[config.mk]
export PLATFORM = sky130hd
export DESIGN_NAME = uart_frame_loader
export DESIGN_NICKNAME = d
export VERILOG_FILES = /design/src/rtl/matrix_pkg.sv /design/src/rtl/uart_rx.sv /design/src/rtl/uart_frame_loader.sv
export SDC_FILE = /design/constraint.sdc
export NUM_CORES = 1
export LEC_CHECK = 0
export CORE_MARGIN = 2
export CORE_UTILIZATION = 39
export CTS_CLUSTER_SIZE = 16
export DETAILED_ROUTE_END_ITERATION = 6
export GPL_ROUTABILITY_DRIVEN = 0
export PLACE_DENSITY = 0.58
export SYNTH_ARGS = -nofsm -noshare
export SYNTH_HDL_FRONTEND = slang
export SYNTH_HIERARCHICAL = 1
export SYNTH_SLANG_ARGS = --single-unit
[constraint.sdc]
create_clock -name clk -period 3.8 [get_ports clk]
set_input_delay 0.76 -clock clk [delete_from_list [all_inputs] [get_ports clk]]
set_output_delay 0.76 -clock clk [all_outputs]
set_load 0.05 [all_outputs]
[src/rtl/matrix_pkg.sv]
// matrix_pkg: shared constants, FSM state types and a lane-packing
// helper for the RGB matrix frame-buffer wishbone masters.
// Defining UART_FRAME_LOADER_CHECKSUM_EN adds the F_CHECK frame state.
package matrix_pkg;

    localparam int MATRIX_ROWS   = 8;
    localparam int MATRIX_ADDR_W = 3;
    localparam int WB_DATA_W     = 32;
    localparam int WB_SEL_W      = 4;
    localparam int FRAME_BYTES   = MATRIX_ROWS * WB_SEL_W;

`ifdef UART_FRAME_LOADER_CHECKSUM_EN
    typedef enum logic [1:0] {
        F_IDLE,
        F_DATA,
        F_CHECK
    } frame_state_t;
`else
    typedef enum logic [1:0] {
        F_IDLE,
        F_DATA
    } frame_state_t;
`endif

    typedef enum logic [1:0] {
        W_IDLE,
        W_REQ,
        W_WAIT
    } wb_state_t;

    typedef enum logic [1:0] {
        R_IDLE,
        R_START,
        R_DATA,
        R_STOP
    } rx_state_t;

    // Replace byte lane `lane` of `word` (lane 0 = bits 7:0).
    function automatic logic [WB_DATA_W-1:0] put_lane(
        input logic [WB_DATA_W-1:0] word,
        input logic [1:0]           lane,
        input logic [7:0]           b
    );
        logic [WB_DATA_W-1:0] w;
        w = word;
        w[lane*8 +: 8] = b;
        return w;
    endfunction

endpackage

[src/rtl/uart_rx.sv]
// uart_rx: 8N1 UART receiver with 2-flop input synchronizer.
// Ports: clk, reset (sync, active-high), i_rx (async, idle high),
//        o_data (received byte), o_valid (1-cycle, good stop bit),
//        o_frame_err (1-cycle, stop bit read low; byte dropped).
module uart_rx
    import matrix_pkg::*;
#(
    parameter int CLKS_PER_BIT = 217
) (
    input  logic       clk,
    input  logic       reset,
    input  logic       i_rx,
    output logic [7:0] o_data,
    output logic       o_valid,
    output logic       o_frame_err
);

    localparam int CNT_W = $clog2(CLKS_PER_BIT + 1);
    localparam logic [CNT_W-1:0] HALF_M1 = CNT_W'(CLKS_PER_BIT / 2 - 1);
    localparam logic [CNT_W-1:0] FULL_M1 = CNT_W'(CLKS_PER_BIT - 1);

    logic             rx_meta;
    logic             rx_sync;
    logic             rx_prev;
    rx_state_t        state;
    logic [CNT_W-1:0] cnt;
    logic [2:0]       bit_idx;
    logic [7:0]       shift;

    always_ff @(posedge clk) begin
        if (reset) begin
            rx_meta <= 1'b1;
            rx_sync <= 1'b1;
            rx_prev <= 1'b1;
        end else begin
            rx_meta <= i_rx;
            rx_sync <= rx_meta;
            rx_prev <= rx_sync;
        end
    end

    always_ff @(posedge clk) begin
        if (reset) begin
            state       <= R_IDLE;
            cnt         <= '0;
            bit_idx     <= '0;
            shift       <= '0;
            o_data      <= '0;
            o_valid     <= 1'b0;
            o_frame_err <= 1'b0;
        end else begin
            o_valid     <= 1'b0;
            o_frame_err <= 1'b0;
            unique case (state)
                R_IDLE: begin
                    cnt <= '0;
                    if (rx_prev && !rx_sync) begin
                        state <= R_START;
                    end
                end
                R_START: begin
                    // Mid start bit: a high line means a glitch.
                    if (cnt == HALF_M1) begin
                        cnt     <= '0;
                        bit_idx <= '0;
                        state   <= rx_sync ? R_IDLE : R_DATA;
                    end else begin
                        cnt <= cnt + 1'b1;
                    end
                end
                R_DATA: begin
                    if (cnt == FULL_M1) begin
                        cnt     <= '0;
                        shift   <= {rx_sync, shift[7:1]};
                        bit_idx <= bit_idx + 1'b1;
                        if (bit_idx == 3'd7) begin
                            state <= R_STOP;
                        end
                    end else begin
                        cnt <= cnt + 1'b1;
                    end
                end
                R_STOP: begin
                    if (cnt == FULL_M1) begin
                        cnt   <= '0;
                        state <= R_IDLE;
                        if (rx_sync) begin
                            o_data  <= shift;
                            o_valid <= 1'b1;
                        end else begin
                            o_frame_err <= 1'b1;
                        end
                    end else begin
                        cnt <= cnt + 1'b1;
                    end
                end
                default: state <= R_IDLE;
            endcase
        end
    end

endmodule

[src/rtl/uart_frame_loader.sv]
// uart_frame_loader: UART (8N1) to wishbone master that loads the 8x8
// RGB frame buffer; sync byte + 32 pixel bytes -> 8 row writes.
// Ports: clk, reset (sync, active-high), i_rx (UART line),
//        o_wb_cyc/stb/we/addr/sel/wdata, i_wb_ack/stall/rdata (wishbone
//        master), o_frame_done (row 7 acked on a clean frame), o_err.
// Macro UART_FRAME_LOADER_CHECKSUM_EN: extra XOR checksum byte per frame.
module uart_frame_loader
    import matrix_pkg::*;
#(
    parameter int         CLKS_PER_BIT = 217,
    parameter logic [7:0] SYNC_BYTE    = 8'hA5,
    parameter int         TIMEOUT_CLKS = 250000
) (
    input  logic                     clk,
    input  logic                     reset,
    input  logic                     i_rx,
    output logic                     o_wb_cyc,
    output logic                     o_wb_stb,
    output logic                     o_wb_we,
    output logic [MATRIX_ADDR_W-1:0] o_wb_addr,
    output logic [WB_SEL_W-1:0]      o_wb_sel,
    output logic [WB_DATA_W-1:0]     o_wb_wdata,
    input  logic                     i_wb_ack,
    input  logic                     i_wb_stall,
    input  logic [WB_DATA_W-1:0]     i_wb_rdata,
    output logic                     o_frame_done,
    output logic                     o_err
);

    localparam int TO_W = $clog2(TIMEOUT_CLKS) + 1;
    localparam logic [TO_W-1:0] TO_MAX = TO_W'(TIMEOUT_CLKS - 1);

    logic [7:0] rx_data;
    logic       rx_valid;
    logic       rx_ferr;

    uart_rx #(
        .CLKS_PER_BIT(CLKS_PER_BIT)
    ) u_rx (
        .clk        (clk),
        .reset      (reset),
        .i_rx       (i_rx),
        .o_data     (rx_data),
        .o_valid    (rx_valid),
        .o_frame_err(rx_ferr)
    );

    frame_state_t             f_state;
    wb_state_t                w_state;
    logic [4:0]               byte_cnt;
    logic [WB_DATA_W-1:0]     word_buf;
    logic [WB_DATA_W-1:0]     hold_data;
    logic [MATRIX_ADDR_W-1:0] hold_addr;
    logic                     wr_req;
    logic                     row7_wr;
    logic [TO_W-1:0]          to_cnt;
    logic [WB_DATA_W-1:0]     next_word;
    logic                     timeout;
    logic                     wb_busy;
    logic                     wb_acked;
    logic                     row7_ack_now;
    logic                     unused_rdata;

`ifdef UART_FRAME_LOADER_CHECKSUM_EN
    logic [7:0] ck_acc;
    logic       ck_ok;
    logic       row7_acked;
`endif

    assign unused_rdata = ^i_wb_rdata;
    assign o_wb_sel     = '1;

    assign next_word = put_lane(word_buf, byte_cnt[1:0], rx_data);
    assign timeout   = (f_state != F_IDLE) && (to_cnt == TO_MAX);
    assign wb_busy   = (w_state != W_IDLE) || wr_req;

    // Ack may land together with acceptance (W_REQ, no stall).
    assign wb_acked = i_wb_ack &&
                      ((w_state == W_WAIT) ||
                       (w_state == W_REQ && !i_wb_stall));
    assign row7_ack_now = wb_acked && row7_wr &&
                          (o_wb_addr == MATRIX_ADDR_W'(MATRIX_ROWS - 1));

    // Frame assembly FSM
    always_ff @(posedge clk) begin
        if (reset) begin
            f_state      <= F_IDLE;
            byte_cnt     <= '0;
            word_buf     <= '0;
            hold_data    <= '0;
            hold_addr    <= '0;
            wr_req       <= 1'b0;
            row7_wr      <= 1'b0;
            to_cnt       <= '0;
            o_frame_done <= 1'b0;
            o_err        <= 1'b0;
`ifdef UART_FRAME_LOADER_CHECKSUM_EN
            ck_acc       <= '0;
            ck_ok        <= 1'b0;
            row7_acked   <= 1'b0;
`endif
        end else begin
            wr_req       <= 1'b0;
            o_frame_done <= 1'b0;
            o_err        <= rx_ferr;

            if (f_state == F_IDLE || rx_valid) begin
                to_cnt <= '0;
            end else if (!timeout) begin
                to_cnt <= to_cnt + 1'b1;
            end

            if (row7_ack_now) begin
                row7_wr <= 1'b0;
`ifdef UART_FRAME_LOADER_CHECKSUM_EN
                if (ck_ok) begin
                    o_frame_done <= 1'b1;
                    ck_ok        <= 1'b0;
                end else begin
                    row7_acked <= 1'b1;
                end
`else
                o_frame_done <= 1'b1;
`endif
            end

            unique case (f_state)
                F_IDLE: begin
                    if (rx_valid && rx_data == SYNC_BYTE) begin
                        byte_cnt <= '0;
                        f_state  <= F_DATA;
`ifdef UART_FRAME_LOADER_CHECKSUM_EN
                        ck_acc     <= '0;
                        ck_ok      <= 1'b0;
                        row7_acked <= 1'b0;
                        row7_wr    <= 1'b0;
`endif
                    end
                end
                F_DATA: begin
                    if (rx_valid) begin
                        word_buf <= next_word;
                        byte_cnt <= byte_cnt + 1'b1;
`ifdef UART_FRAME_LOADER_CHECKSUM_EN
                        ck_acc <= ck_acc ^ rx_data;
`endif
                        if (byte_cnt[1:0] == 2'd3) begin
                            if (wb_busy) begin
                                // Overrun: drop word, abort frame.
                                o_err   <= 1'b1;
                                f_state <= F_IDLE;
                            end else begin
                                hold_data <= next_word;
                                hold_addr <= byte_cnt[4:2];
                                wr_req    <= 1'b1;
                                if (byte_cnt == 5'd31) begin
                                    row7_wr <= 1'b1;
`ifdef UART_FRAME_LOADER_CHECKSUM_EN
                                    f_state <= F_CHECK;
`else
                                    f_state <= F_IDLE;
`endif
                                end
                            end
                        end
                    end else if (rx_ferr || timeout) begin
                        o_err   <= 1'b1;
                        f_state <= F_IDLE;
                    end
                end
`ifdef UART_FRAME_LOADER_CHECKSUM_EN
                F_CHECK: begin
                    if (rx_valid) begin
                        f_state <= F_IDLE;
                        if (rx_data == ck_acc) begin
                            if (row7_acked || row7_ack_now) begin
                                o_frame_done <= 1'b1;
                                row7_acked   <= 1'b0;
                            end else begin
                                ck_ok <= 1'b1;
                            end
                        end else begin
                            o_err <= 1'b1;
                        end
                    end else if (rx_ferr || timeout) begin
                        o_err   <= 1'b1;
                        f_state <= F_IDLE;
                    end
                end
`endif
                default: f_state <= F_IDLE;
            endcase
        end
    end

    // Wishbone pipelined single-write FSM
    always_ff @(posedge clk) begin
        if (reset) begin
            w_state    <= W_IDLE;
            o_wb_cyc   <= 1'b0;
            o_wb_stb   <= 1'b0;
            o_wb_we    <= 1'b0;
            o_wb_addr  <= '0;
            o_wb_wdata <= '0;
        end else begin
            unique case (w_state)
                W_IDLE: begin
                    if (wr_req) begin
                        o_wb_cyc   <= 1'b1;
                        o_wb_stb   <= 1'b1;
                        o_wb_we    <= 1'b1;
                        o_wb_addr  <= hold_addr;
                        o_wb_wdata <= hold_data;
                        w_state    <= W_REQ;
                    end
                end
                W_REQ: begin
                    if (!i_wb_stall) begin
                        o_wb_stb <= 1'b0;
                        if (i_wb_ack) begin
                            o_wb_cyc <= 1'b0;
                            o_wb_we  <= 1'b0;
                            w_state  <= W_IDLE;
                        end else begin
                            w_state <= W_WAIT;
                        end
                    end
                end
                W_WAIT: begin
                    if (i_wb_ack) begin
                        o_wb_cyc <= 1'b0;
                        o_wb_we  <= 1'b0;
                        w_state  <= W_IDLE;
                    end
                end
                default: w_state <= W_IDLE;
            endcase
        end
    end

endmodule

== Word-level counts from Yosys, hierarchy flattened ==
Cells that the tools add are included.

* Logic and storage cells: 157
* Output and inout bits: 44
* Bits in registers: 171

* Add/subtract/negate cells: 5
* Bitwise logic cells: 6
* Muxes and demuxes: 53
* Shift-type cells: 2
* Reductions and logical operators: 38
* Equality and inequality tests: 27

{| class="wikitable"
|+ Operators with widths
! cell !! count
|-
| $neg A5 Y34 || 1
|-
| $shift A8 B34 Y32 const A || 1
|-
| $shiftx A8 B34 Y32 || 1
|-
| $bwmux W32 || 1
|-
| $mux W2 || 16
|-
| $pmux W8 S3 || 1
|-
| $mux W1 || 21
|-
| $add A19 B1 Y19 const B || 1
|-
| $eq A19 B18 Y1 const B || 1
|-
| $reduce_and A3 Y1 || 6
|-
| $eq A8 B8 Y1 const B || 2
|-
| $mux W8 || 2
|-
| $ne A2 B1 Y1 const B || 7
|-
| $mux W5 || 2
|-
| $pmux W5 S2 || 1
|-
| $reduce_bool A2 Y1 || 5
|-
| $add A8 B1 Y8 const B || 1
|-
| $eq A2 B2 Y1 const B || 4
|-
| $eq A8 B7 Y1 const B || 1
|-
| $pmux W2 S4 || 1
|-
| $reduce_and A4 Y1 || 2
|-
| $logic_and A1 B1 Y1 || 7
|-
| $eq A2 B1 Y1 const B || 3
|-
| $eq A3 B3 Y1 const B || 2
|-
| 23 further kinds || 41
|}

== Longest topological paths before layout ==
* Depth in word-level cells: 12
* Gate-level depth with buffers: 7

== Modules after synthesis ==
Netlist, hierarchy kept.

{| class="wikitable"
|+ Modules (own cells, without submodules)
! module !! cells an instance !! area each (um2) !! times used !! sequential area each (um2)
|-
| uart_frame_loader || 624 || 5303.8 || 1 || 2582.5
|-
| uart_rx || 165 || 1501.4 || 1 || 680.7
|}

== Worst setup path before layout ==
OpenSTA, ideal clock, no wires.

* Path type: input port to flip-flop
* Start point: input port reset
* End point: register to_cnt[4]
* Stages: 5
* Path buffers: 2
* Library setup time: 74 ps
* Setup slack: 1749 ps
* Data arrival time: 1976 ps
* Cell sequence: clkbuf_1 > or3b_2 > clkbuf_1 > or3_1 > o21ai_0

* Longest elaborated chain between the ends: 1

{| class="wikitable"
|+ RTL lines
! element !! RTL line !! source
|-
| start: declaration || uart_frame_loader.sv:15 || <nowiki>input logic reset,</nowiki>
|-
| $reduce_or A2 Y1 (no line) || - ||
|-
| end signal: assignment || uart_frame_loader.sv:110 || <nowiki>to_cnt <= to_cnt + 1'b1;</nowiki>
|-
| end: declaration || uart_frame_loader.sv:56 || <nowiki>logic [TO_W-1:0] to_cnt;</nowiki>
|}

Every way passes these cells.
A chain may end at the register's enable or synchronous reset.

== Final worst setup path ==
* Start point: register byte_cnt[0]
* End point: register word_buf[24]

* Longest elaborated chain between the ends: 3
* Elaborated cells on any way between the ends: 4
* Classes of those cells: add/sub: 1; shift: 2; mux: 1

{| class="wikitable"
|+ RTL lines
! element !! RTL line !! source
|-
| start: declaration || uart_frame_loader.sv:50 || <nowiki>logic [4:0] byte_cnt;</nowiki>
|-
| start signal: assignment || uart_frame_loader.sv:143 || <nowiki>byte_cnt <= byte_cnt + 1'b1;</nowiki>
|-
| $neg A5 Y34 (*) || matrix_pkg.sv:46 || <nowiki>w[lane*8 +: 8] = b;</nowiki>
|-
| $shiftx A8 B34 Y32 or $shift A8 B34 Y32 (tied branches) || matrix_pkg.sv:46 ||
|-
| $bwmux W32 (*) || matrix_pkg.sv:46 ||
|-
| end signal: assignment || uart_frame_loader.sv:142 || <nowiki>word_buf <= next_word;</nowiki>
|-
| end: declaration || uart_frame_loader.sv:51 || <nowiki>logic [WB_DATA_W-1:0] word_buf;</nowiki>
|}

Mark *: on every way between the ends. The rest lies on a longest branch, timed or not.

==> metrics.txt <==
status finished, final reports clean; largest net degree at the start of global routing 72; Cell Count, Final, Fillers Out 1040; mux share of post-synthesis cell area 0.00883; Worst Path Arrival 2.92 ns; TritonRoute pass-1 iters 5; hold buffers post-CTS 0; P_leak 2.47 nW; area grow syn2layout 16.4%; CTS tree done; complex-gate fraction of the synthesized area 0.192; htree depth 4; Routed Antenna Nets 0; synth top area cells dfxtp_1 48%, a211oi_1 6.4%, a21oi_1 6.2%; total CTS buffers 17; top_reg_cell synth dfxtp_1; die height 136 microns; unrepaired setup endpoints after global routing false; CP required 4.13 ns; pre-CTS worst setup slack 1.32 ns; drt wl/cell 14.0 microns; DRT Wirelength 14600 microns; Max-Cap Viols 0; DP Wirelength 9580 microns; Tot Pwr 3.43 mW; total track usage 0.163; Die Area 18500 sq um; vias in the first global route 5081; number of library cell types mapped by synthesis 56; CTS max path bufs 2; antenna violations before repair 0; root buffer cell clkbuf_16; final worst slack 1.22 ns; Max Clock Skew 0.00940 ns; # DRC 0; Core Region 17200 sq um; depth of the worst register-to-register path 5; crit path capture type flop; Post-Synth Adder-Cell Area 0.0257; top-area cell type share of the netlist area 0.479; CTS resizes 0; vias per cell 5.31; synthesized area per cell 8.63 sq um; Synth area leader dfxtp_1; peak supply drop 303 uV; share of cells above drive strength 1 0.0613; CTS clk-pin slew, worst paths 0.06 ns; Post-CTS Setup Bufs 0; CP Launch Type flop; Tmin final 2.58 ns; Power Dens Cells 434 nW/um^2; setup TNS 0 ns; EDFF count, synth 0; Cells after Synth 789; mapped cell area 6810 sq um; max_slew headroom 0.205; Post-synth ARST share 0; Nets 854; chip width 136 microns; io pins 81; dpl cells 1009; worst slew pin tran 1.19 ns; gr ovfl total 0; DRT iter0 DRCs 383; final hold viol count 0; first-pass GRT wire length 24400 microns; Post-Synth Simple-Gate Area 0.230; maximum clock frequency 0.387 GHz; area share of xor/xnor cells in the synthesized design 0.0180; IO Port Bufs 44; Tightest Hold Check Type flop to flop; Ant. Diodes 0; hold path depth 1; Clk Latency, worst-skew pair 0.42 ns; Final period util 0.680; sequential share of the synthesized area 0.479; crit path max fanout 8; setup violators final 0; Initial Util 0.396; post-synthesis register bit count 163; max-slew violations 0; Crit Path Category flop to flop; row cnt 48; main combinational cell family by area after synthesis simple AND/OR/NAND/NOR gates; vias 5523; Synth warnings 6; clock sinks 163
==> registers in the layout, indices dropped and copies added, names as in the netlist, 2 cells and up, named ones only <==
register,cells
word_buf,26
byte_cnt,5
hold_addr,3
to_cnt,19
hold_data,32
u_rx/shift,8
o_wb_addr,3
u_rx/cnt,8
w_state,2
o_wb_wdata,32
u_rx/bit_idx,3
u_rx/o_data,8
==> routing by layer <==
layer / wire length (microns) / GRT usage
met2: 6940 / 0.260
met5: 0 / 0
met4: 76 / 0.0683
met1: 7030 / 0.216
met3: 538 / 0.0332
==> power breakdown <==
group | internal (mW) | switching, mW | total [mW]
registers | 1.72 | 0.00622 | 1.72
clock network | 0.982 | 0.651 | 1.63
logic | 0.0210 | 0.0591 | 0.0802
total | 2.72 | 0.717 | 3.43
==> layout by cell type (no fill, tap or decap), types with 5 or more instances in the layout <==
master	synthesis	routed
nand2_1	95	95
o31ai_1	22	22
a211oi_1	58	58
buf_4	5	9
dfxtp_1	163	163
or3_1	5	5
xor2_1	7	7
clkdlybuf4s50_1	0	43
a2111oi_0	6	6
o21ai_0	10	10
a21oi_1	84	84
nor2_1	83	83
and3_1	5	5
mux2i_1	6	6
inv_1	15	15
xnor2_1	7	7
clkbuf_8	0	5
a221oi_1	5	5
clkbuf_16	0	17
ha_1	14	14
nor3_1	17	17
nor2b_1	27	27
nand2b_1	6	6
nand4_1	28	28
nand3_1	11	11
==> worst max-delay path: stages (launching register included) <==
cell      delay, ns
dfxtp_1        0.46
inv_1          0.16
ha_1           0.38
nor4bb_1       1.00
a22oi_1        0.23
a211oi_1       0.27
==> kinds of logic after synthesis <==
family / Yosys count
other: 1
muxes: 6
DFF: 163
adders and majority gates: 14
AOI/OAI and AO/OA: 203
xor gates and xnor gates: 14
buffers and inverters: 75
and+or+nand+nor: 313
==> path summary, 6_finish.rpt <==
kind,from,to,slack (ns)
min reg2reg,u_rx/rx_meta,u_rx/rx_sync,0.41
min,u_rx/rx_meta,u_rx/rx_sync,0.41
max reg2reg,byte_cnt[0],word_buf[24],1.22
max,byte_cnt[0],word_buf[24],1.22
==> synth_stat cells (5+ instances only) <==
cell type,n
a2111oi_0,6
mux2i_1,6
nor2_1,83
nor3_1,17
nand4_1,28
or3_1,5
buf_2,7
nand3_1,11
a21oi_1,84
a221oi_1,5
nand2b_1,6
a211oi_1,58
clkbuf_1,46
and3_1,5
nand2_1,95
xnor2_1,7
buf_4,5
ha_1,14
dfxtp_1,163
o21ai_0,10
xor2_1,7
inv_1,15
nor2b_1,27
o31ai_1,22
==> stage by stage <==
stage                     area (sq um)  hold slack, ns  utilization
final                             7920           0.410        0.461
after global routing              7920           0.427        0.461
after CTS                         7920           0.414        0.461
after detailed placement          7350           0.396        0.428
after global placement            7350           0.402        0.428
after floorplan                   6820           0.389            -
==> final cells by class <==
cell class,instances,area (sq um)
well taps,225,282
repair buffers,52,498
multi-input cells,554,3250
inverters,15,56.3
flip-flops and latches,163,3260
clock inverters,8,76.3
clock buffers,23,498
fillers,1700,9250
Power figures use the tool's default switching activity.
